**config.mk**
```make
export PLATFORM = sky130hd
export DESIGN_NAME = apb_slave_mem
export DESIGN_NICKNAME = d
export VERILOG_FILES = /design/src/rtl/apb_slave_mem.sv
export SDC_FILE = /design/constraint.sdc
export NUM_CORES = 1
export LEC_CHECK = 0
export BUFFER_PORTS_ARGS = -buffer_cell sky130_fd_sc_hd__buf_2
export CORE_MARGIN = 3
export CORE_UTILIZATION = 55
export DETAILED_ROUTE_END_ITERATION = 6
export PLACE_DENSITY_LB_ADDON = 0.08
export SYNTH_ARGS = -nofsm -noshare
export SYNTH_HDL_FRONTEND = slang
export SYNTH_SLANG_ARGS = --single-unit
```
**constraint.sdc**
```tcl
create_clock -name PCLK -period 2.35 [get_ports PCLK]
set_clock_uncertainty 0.2 [all_clocks]
set_input_delay 0.235 -clock PCLK [delete_from_list [all_inputs] [get_ports PCLK]]
set_output_delay 0.235 -clock PCLK [all_outputs]
set_load 0.005 [all_outputs]
```
**src/rtl/apb_slave_mem.sv**
```systemverilog
// APB slave with a byte-wide register memory, a fixed number of wait states,
// an out-of-range error response and a saturating error counter.
module apb_slave_mem #(
    parameter int DEPTH       = 64,
    parameter int WAIT_STATES = 2
) (
    input  logic       PCLK,
    input  logic       PRESETn,
    input  logic       PSEL,
    input  logic       PENABLE,
    input  logic       PWRITE,
    input  logic [7:0] PADDR,
    input  logic [7:0] PWDATA,
    output logic [7:0] PRDATA,
    output logic       PREADY,
    output logic       PSLVERR,
    output logic [7:0] err_count
);

    // state | meaning
    // IDLE  | no transfer; waits for PSEL=1, PENABLE=0
    // SETUP | address/data latched, one cycle
    // WAIT  | PREADY low, counter runs down while PSEL & PENABLE
    // DONE  | PREADY high, memory write / error count at end of cycle

    localparam int AW = (DEPTH > 1) ? $clog2(DEPTH) : 1;

    typedef enum logic [1:0] {IDLE, SETUP, WAIT, DONE} state_t;

    state_t        state;
    state_t        state_nx;
    logic [3:0]    cnt;
    logic [3:0]    cnt_nx;
    logic [7:0]    addr_q;
    logic [7:0]    wdata_q;
    logic          write_q;
    logic [7:0]    mem [DEPTH];
    logic          in_range;
    logic          start;
    logic [AW-1:0] idx;

    assign start    = PSEL && !PENABLE;
    assign in_range = ({24'd0, addr_q} < 32'(DEPTH));
    assign idx      = addr_q[AW-1:0];

    always_comb begin
        state_nx = state;
        cnt_nx   = cnt;
        case (state)
            IDLE: begin
                if (start) state_nx = SETUP;
            end
            SETUP: begin
                if (!PSEL) begin
                    state_nx = IDLE;
                end else if (WAIT_STATES == 0) begin
                    state_nx = DONE;
                end else begin
                    state_nx = WAIT;
                    cnt_nx   = 4'(WAIT_STATES);
                end
            end
            WAIT: begin
                if (!PSEL) begin
                    state_nx = IDLE;
                    cnt_nx   = 4'd0;
                end else if (PENABLE) begin
                    if (cnt <= 4'd1) begin
                        state_nx = DONE;
                        cnt_nx   = 4'd0;
                    end else begin
                        cnt_nx = cnt - 4'd1;
                    end
                end
            end
            DONE: begin
                state_nx = start ? SETUP : IDLE;
            end
            default: state_nx = IDLE;
        endcase
    end

    always_ff @(posedge PCLK or negedge PRESETn) begin
        if (!PRESETn) begin
            state     <= IDLE;
            cnt       <= 4'd0;
            addr_q    <= 8'd0;
            wdata_q   <= 8'd0;
            write_q   <= 1'b0;
            PREADY    <= 1'b0;
            PSLVERR   <= 1'b0;
            PRDATA    <= 8'd0;
            err_count <= 8'd0;
            for (int i = 0; i < DEPTH; i++) mem[i] <= 8'd0;
        end else begin
            state <= state_nx;
            cnt   <= cnt_nx;
            if ((state == IDLE || state == DONE) && start) begin
                addr_q  <= PADDR;
                wdata_q <= PWDATA;
                write_q <= PWRITE;
            end
            // Outputs are registered on entry to DONE so they are clean for the whole cycle.
            PREADY  <= (state_nx == DONE);
            PSLVERR <= (state_nx == DONE) && !in_range;
            PRDATA  <= (state_nx == DONE && !write_q && in_range) ? mem[idx] : 8'd0;
            if (state == DONE) begin
                if (write_q && in_range) mem[idx] <= wdata_q;
                if (PSLVERR && err_count != 8'hFF) err_count <= err_count + 8'd1;
            end
        end
    end

endmodule

```
; ---- After elaboration in Yosys (flattened, before gate mapping)
; Index checks and enable logic that the tools add are counted.
[totals]
output_inout_bits = 18
regBits = 553
input_bits = 21
elab_cells = 123
[op_classes]
n_lt_le_gt_ge = 4
bitwise_logic = 1
n_mux = 19
eq_ne = 7
n_reduce_logical = 17
n_addsub = 2
[ops]
columns = cell, n
row1 = $bwmux 512, 1
row2 = $bmux 8 s6, 1
row3 = $demux 8 s6, 1
row4 = $mux 8, 4
row5 = $mux 4, 4
row6 = $mux 2, 5
row7 = $add 8x1->8 const B, 1
row8 = $logic_and 1x1->1, 8
row9 = $lt 8x7->1 const B, 1
row10 = $ne 8x8->1 const B, 1
row11 = $pmux 2 s4, 1
row12 = $pmux 4 s2, 1
row13 = $ge 7x7->1 const B, 1
row14 = $lt 7x1->1 const B, 1
row15 = $not 6->7, 1
row16 = $eq 2x2->1 const B, 3
row17 = $le 4x1->1 const B, 1
row18 = $reduce_and 2->1, 2
row19 = $sub 4x1->4 const B, 1
row20 = $logic_not 1->1, 3
row21 = $ne 3x3->1 const B, 1
row22 = $reduce_and 3->1, 1
row23 = $eq 2x1->1 const B, 1
row24 = $logic_not 2->1, 1
row25 = other kinds (4), 4

; ---- Depth between registers and ports, before layout
[depth]
ltp_word = 9
depth_mapped = 9
depth_no_buf = 7

; ---- Least setup slack after synthesis
; OpenSTA, ideal clock, no wires.
[synth_timing]
path_type = register to register
startpoint = register state[0]
endpoint = register PRDATA[3]
stages_incl_launch_ff = 8
path_buffers = 0
setup_time_ns = 0.111
path_slack_ns = -0.002
arrival_ns = 2.041
synth_period_minus_slack_ns = 2.352
t_required_ns = 2.039
cell_sequence = dfrtp_1 inv_1 ha_1 nand3_1 or4_1 o22ai_2 o2111ai_1 a2111oi_2
[synth_via]
elab_chain_cells = 8
word_cells_on_any_way = 13
classes_between = eq/ne (4) / mux (6) / reduce/logical (3)
[synth_rtl]
columns = item, line
row1 = "start, declared", 30  ; state_t state;
row2 = "start signal, assigned", 96  ; state <= state_nx;
row3 = $mux 2, 68  ; if (cnt <= 4'd1) begin
row4 = $mux 2, 67  ; end else if (PENABLE) begin
row5 = $mux 2, 64  ; if (!PSEL) begin
row6 = $pmux 2 s4 *, 49  ; case (state)
row7 = $eq 2x2->1 *, 106  ; PRDATA <= (state_nx == DONE && !write_q && in_range) ? mem[idx] : 8'd0;
row8 = $logic_and 1x1->1 * (2 in series), 106
row9 = $mux 8 *, 106
row10 = "end signal, assigned", 106
row11 = "end, declared", 14  ; output logic [7:0] PRDATA,
; Mark *: on every way between the ends. The rest lies on a longest branch, timed or not.
; A chain may end at the register's enable or synchronous reset.

; ---- Worst setup path after layout
[layout_timing]
startpoint = register addr_q[0]
endpoint = register PRDATA[0]
[layout_via]
elab_chain_cells = 5
word_cells_on_any_way = 7
classes_between = order compare (1) / mux (4) / bitwise (1) / reduce/logical (1)
[layout_rtl]
columns = item, line
row1 = "start, declared", 34  ; logic [7:0] addr_q;
row2 = "start signal, assigned", 87  ; addr_q <= 8'd0;
row3 = "start signal, assigned", 99  ; addr_q <= PADDR;
row4 = $not 6->7 (implied by the code), 106
row5 = $bmux 8 s6, 106
row6 = $mux 8 (implied by the code) (2 in series), 106
row7 = $mux 8 *, 106
; Mark *: on every way between the ends. The rest lies on a longest branch, timed or not. The select of a mux whose other input is x is not followed.

==> summary.md <==
| Metric | Value |
|---|---|
| Outcome | finished with violations |
| Seq/Total Area, Yosys | 0.544 |
| Top_reg_cell synth | dfrtp_1 |
| Area growth syn-to-layout | 30.2% |
| Root Driver | clkbuf_16 |
| GRT Residual Overflow | 0 |
| Share of cells above drive strength 1 | 0.535 |
| Vias in the first global route | around 18,000 |
| Clock sinks | approximately 550 |
| PwrDens | 1100 nW/um^2 |
| Synth unique cells | 74 |
| Final Slew Violations | 0 |
| DRT Pass-1 Iters | 5 |
| Power, Total | around 36 mW |
| Critical-path cell list | buf_8, or2b_4, buf_12, clkbuf_16, o221ai_1, a22o_1, a222oi_1, nor4b_2 |
| Hold Path Class | in2async |
| Unrepaired setup endpoints after global routing | yes |
| Avg Inst Size Synth | 13.7 um^2 |
| Netlist Area Pre-Place | 25,400 um^2 |
| Global-route wire length before repair | between 100,000 and 150,000 um |
| Dpl hpwl | between 40,000 and 50,000 um |
| Die height | between 200 and 250 um |
| Syn Nets | around 1,900 |
| Setup violations, final | between 100 and 150 |
| Setup CP Type | reg2reg |
| Setup WS post-layout | -147 ps |
| H-tree depth | 2 |
| Initial antenna violation count | 2 |
| CP bufs+invs | 3 |
| LEAKAGE | around 15 nW |
| GP Congestion | a little over 0.9 |
| Minimum clock period | roughly 2500 ps |
| Core area | around 45,000 um^2 |
| DRC violations left | 0 |
| Startpoint types | flop |
| Area of the die | just under 50,000 um^2 |
| Max incr delay on CP | about 500 ps |
| ANT nets after route | 0 |
| Pre-CTS setup slack | -168 ps |
| Worst-Margin Slew | about 630 ps |
| Commonest non-fill, non-tap cells in the layout | dfrtp_1, mux2_2, buf_4 |
| Worst R2R Path Depth | 8 |
| Final hold slack | 83.3 ps |
| Worst-path fanout max | 6 |
| Final number of hold-violating endpoints | 0 |
| Worst vdd ir | ~1.2 mV |
| Reg-to-Reg End | PRDATA[0] |
| Starting Density | 0.559 |
| CP Data Arrival Time | between 2000 and 3000 ps |
| Synth async-reset ratio | 1.00 |
| Clock transition at path regs | 60 ps |
| Chip width | ~220 um |
| Register bit total from synthesis | about 550 |
| Clock buffer depth | 3 |
| Area after DPL | just under 30,000 um^2 |
| Via count | ~18,000 |
| Global-route usage over all layers | 0.308 |
| CTS buffer count | 58 |
| Reg-to-reg setup timing slack | -150 ps |
| Crit path max-delay family | compound AO/OA/AOI/OAI gates |
| # rows | 78 |
| FF-to-FF Start | addr_q[0] |
| MaxCap Viol Count | 0 |
| Failing checks | setup timing |
| Drt first-iter violations | 1,779 |
| Worst EP required | 2660 ps |
| CTS tree | built |
| Synth Instances | approximately 1,900 |
| EDFF count, synth | 0 |
| Cell area after layout | about 33,000 um^2 |
| Ant diodes | 0 |
| Relative slew slack | 0.578 |
| Yosys warning count | 0 |
| Pin count of the biggest net entering global routing | 93 |
| DRT Wirelength | 79,300 um |
| Yosys top cell by area | dfrtp_1 |
| Routed WL per cell | 28.6 um |
| Crit. End Element | flop |
| Slowest CP cell | dfrtp_4 |
| I/O pins | 39 |
| Largest cells by area after synthesis | dfrtp_1, mux2_2, o221ai_1 |
| Top cell type's share of synthesized area | 0.544 |
| Crit share post-route | 1.06 |
| Worst-skew pair later-pin latency | ~630 ps |
| IO Port Bufs | 38 |
| Via density | about 6.5 |
| Most common cell after layout, fill and taps aside | dfrtp_1 |
| Highest achievable clock rate | ~400 MHz |
| Fin nets | approximately 2,100 |
-- routing by layer --
metal | global-route usage | routed length, um
met2 | 0.489 | 37500
met1 | 0.441 | 34000
met4 | 0.0885 | 2400
met3 | 0.0551 | 5310
met5 | 0 | 11
-- cells by family after synthesis --
family,Yosys count,share of synthesized area
fa+ha+maj,7,0.00344
mux,586,0.275
simple gates,258,0.0584
xor+xnor,7,0.00241
flops,553,0.544
buf+inv,162,0.0296
compound gates,283,0.0870
-- cell usage after synthesis, types with 15 or more instances --
library cell	number
dfrtp_1	553
mux2_2	517
o221ai_1	127
clkbuf_1	86
nor2_2	49
nor2_1	47
nand2_1	39
buf_2	38
mux4_2	33
o22ai_1	28
o21ai_0	27
a22oi_1	24
mux2i_1	18
nor2b_1	17
a21oi_1	15
mux2_1	15
-- how the worst max path moves through the flow --
stage,slack (ps),depth (start not counted),from,to
2_1_floorplan,30,7,state[0],PRDATA[3]
3_3_place_gp,-100,10,state[0],mem[84]
3_5_place_dp,-170,7,addr_q[0],PRDATA[7]
4_1_cts,-70,7,addr_q[0],PRDATA[7]
5_1_grt,-220,8,addr_q[0],PRDATA[0]
6_report,-150,8,addr_q[0],PRDATA[0]
-- worst register-to-register path, delay by kind of cell, from the launching register on --
kind | cells | cell delay (ps)
compound gates | 3 | 710
buf+inv | 3 | 450
flops | 1 | 490
simple gates | 2 | 540
-- registers in the layout, summed over array words and instances, names as in the netlist --
register,count
PREADY,1
state,2
PRDATA,8
PSLVERR,1
wdata_q,8
addr_q,8
err_count,8
mem,512
cnt,4
write_q,1
-- what timing repair did --
action                                  CTS  global route
pin swaps                                 9            54
endpoints found under the setup margin  235           412
buffers inserted                          1            16
hold buffers                             21             0
cloned                                    3             9
gates resized for setup                  75           263
hold endpoints to repair                576             0
-- report_power, final --
part | internal (mW) | leakage (nW) | switching [mW] | total [mW]
Sequential | 10.2 | 7.67 | 0.526 | 10.8
Combinational | 6.70 | 6.79 | 9.42 | 16.1
Clock | 5.61 | 0.984 | 3.79 | 9.40
Total | 22.6 | 15.4 | 13.7 | 36.3
-- stage by stage --
| step | setup TNS [ps] | util | instances |
|---|---|---|---|
| detailed placement | -2840 | 0.636 | 2611 |
| global placement | -1470 | 0.636 | 2611 |
| finish | -4390 | 0.728 | 2768 |
| CTS | -291 | 0.694 | 2745 |
| floorplan | 0 | - | 1856 |
| global route | -16840 | 0.728 | 2768 |
-- area by class of cell --
| class | instances | area, um^2 |
|---|---|---|
| Clock buffer | 97 | 1870 |
| Clock inverter | 12 | 113 |
| Fill cell | 2951 | 12400 |
| Inverter | 14 | 57.6 |
| Multi-Input combinational cell | 1141 | 12100 |
| Sequential cell | 553 | 13900 |
| Tap cell | 600 | 751 |
| Timing Repair Buffer | 351 | 4310 |
No activity file was read; power rests on OpenSTA's default activity.
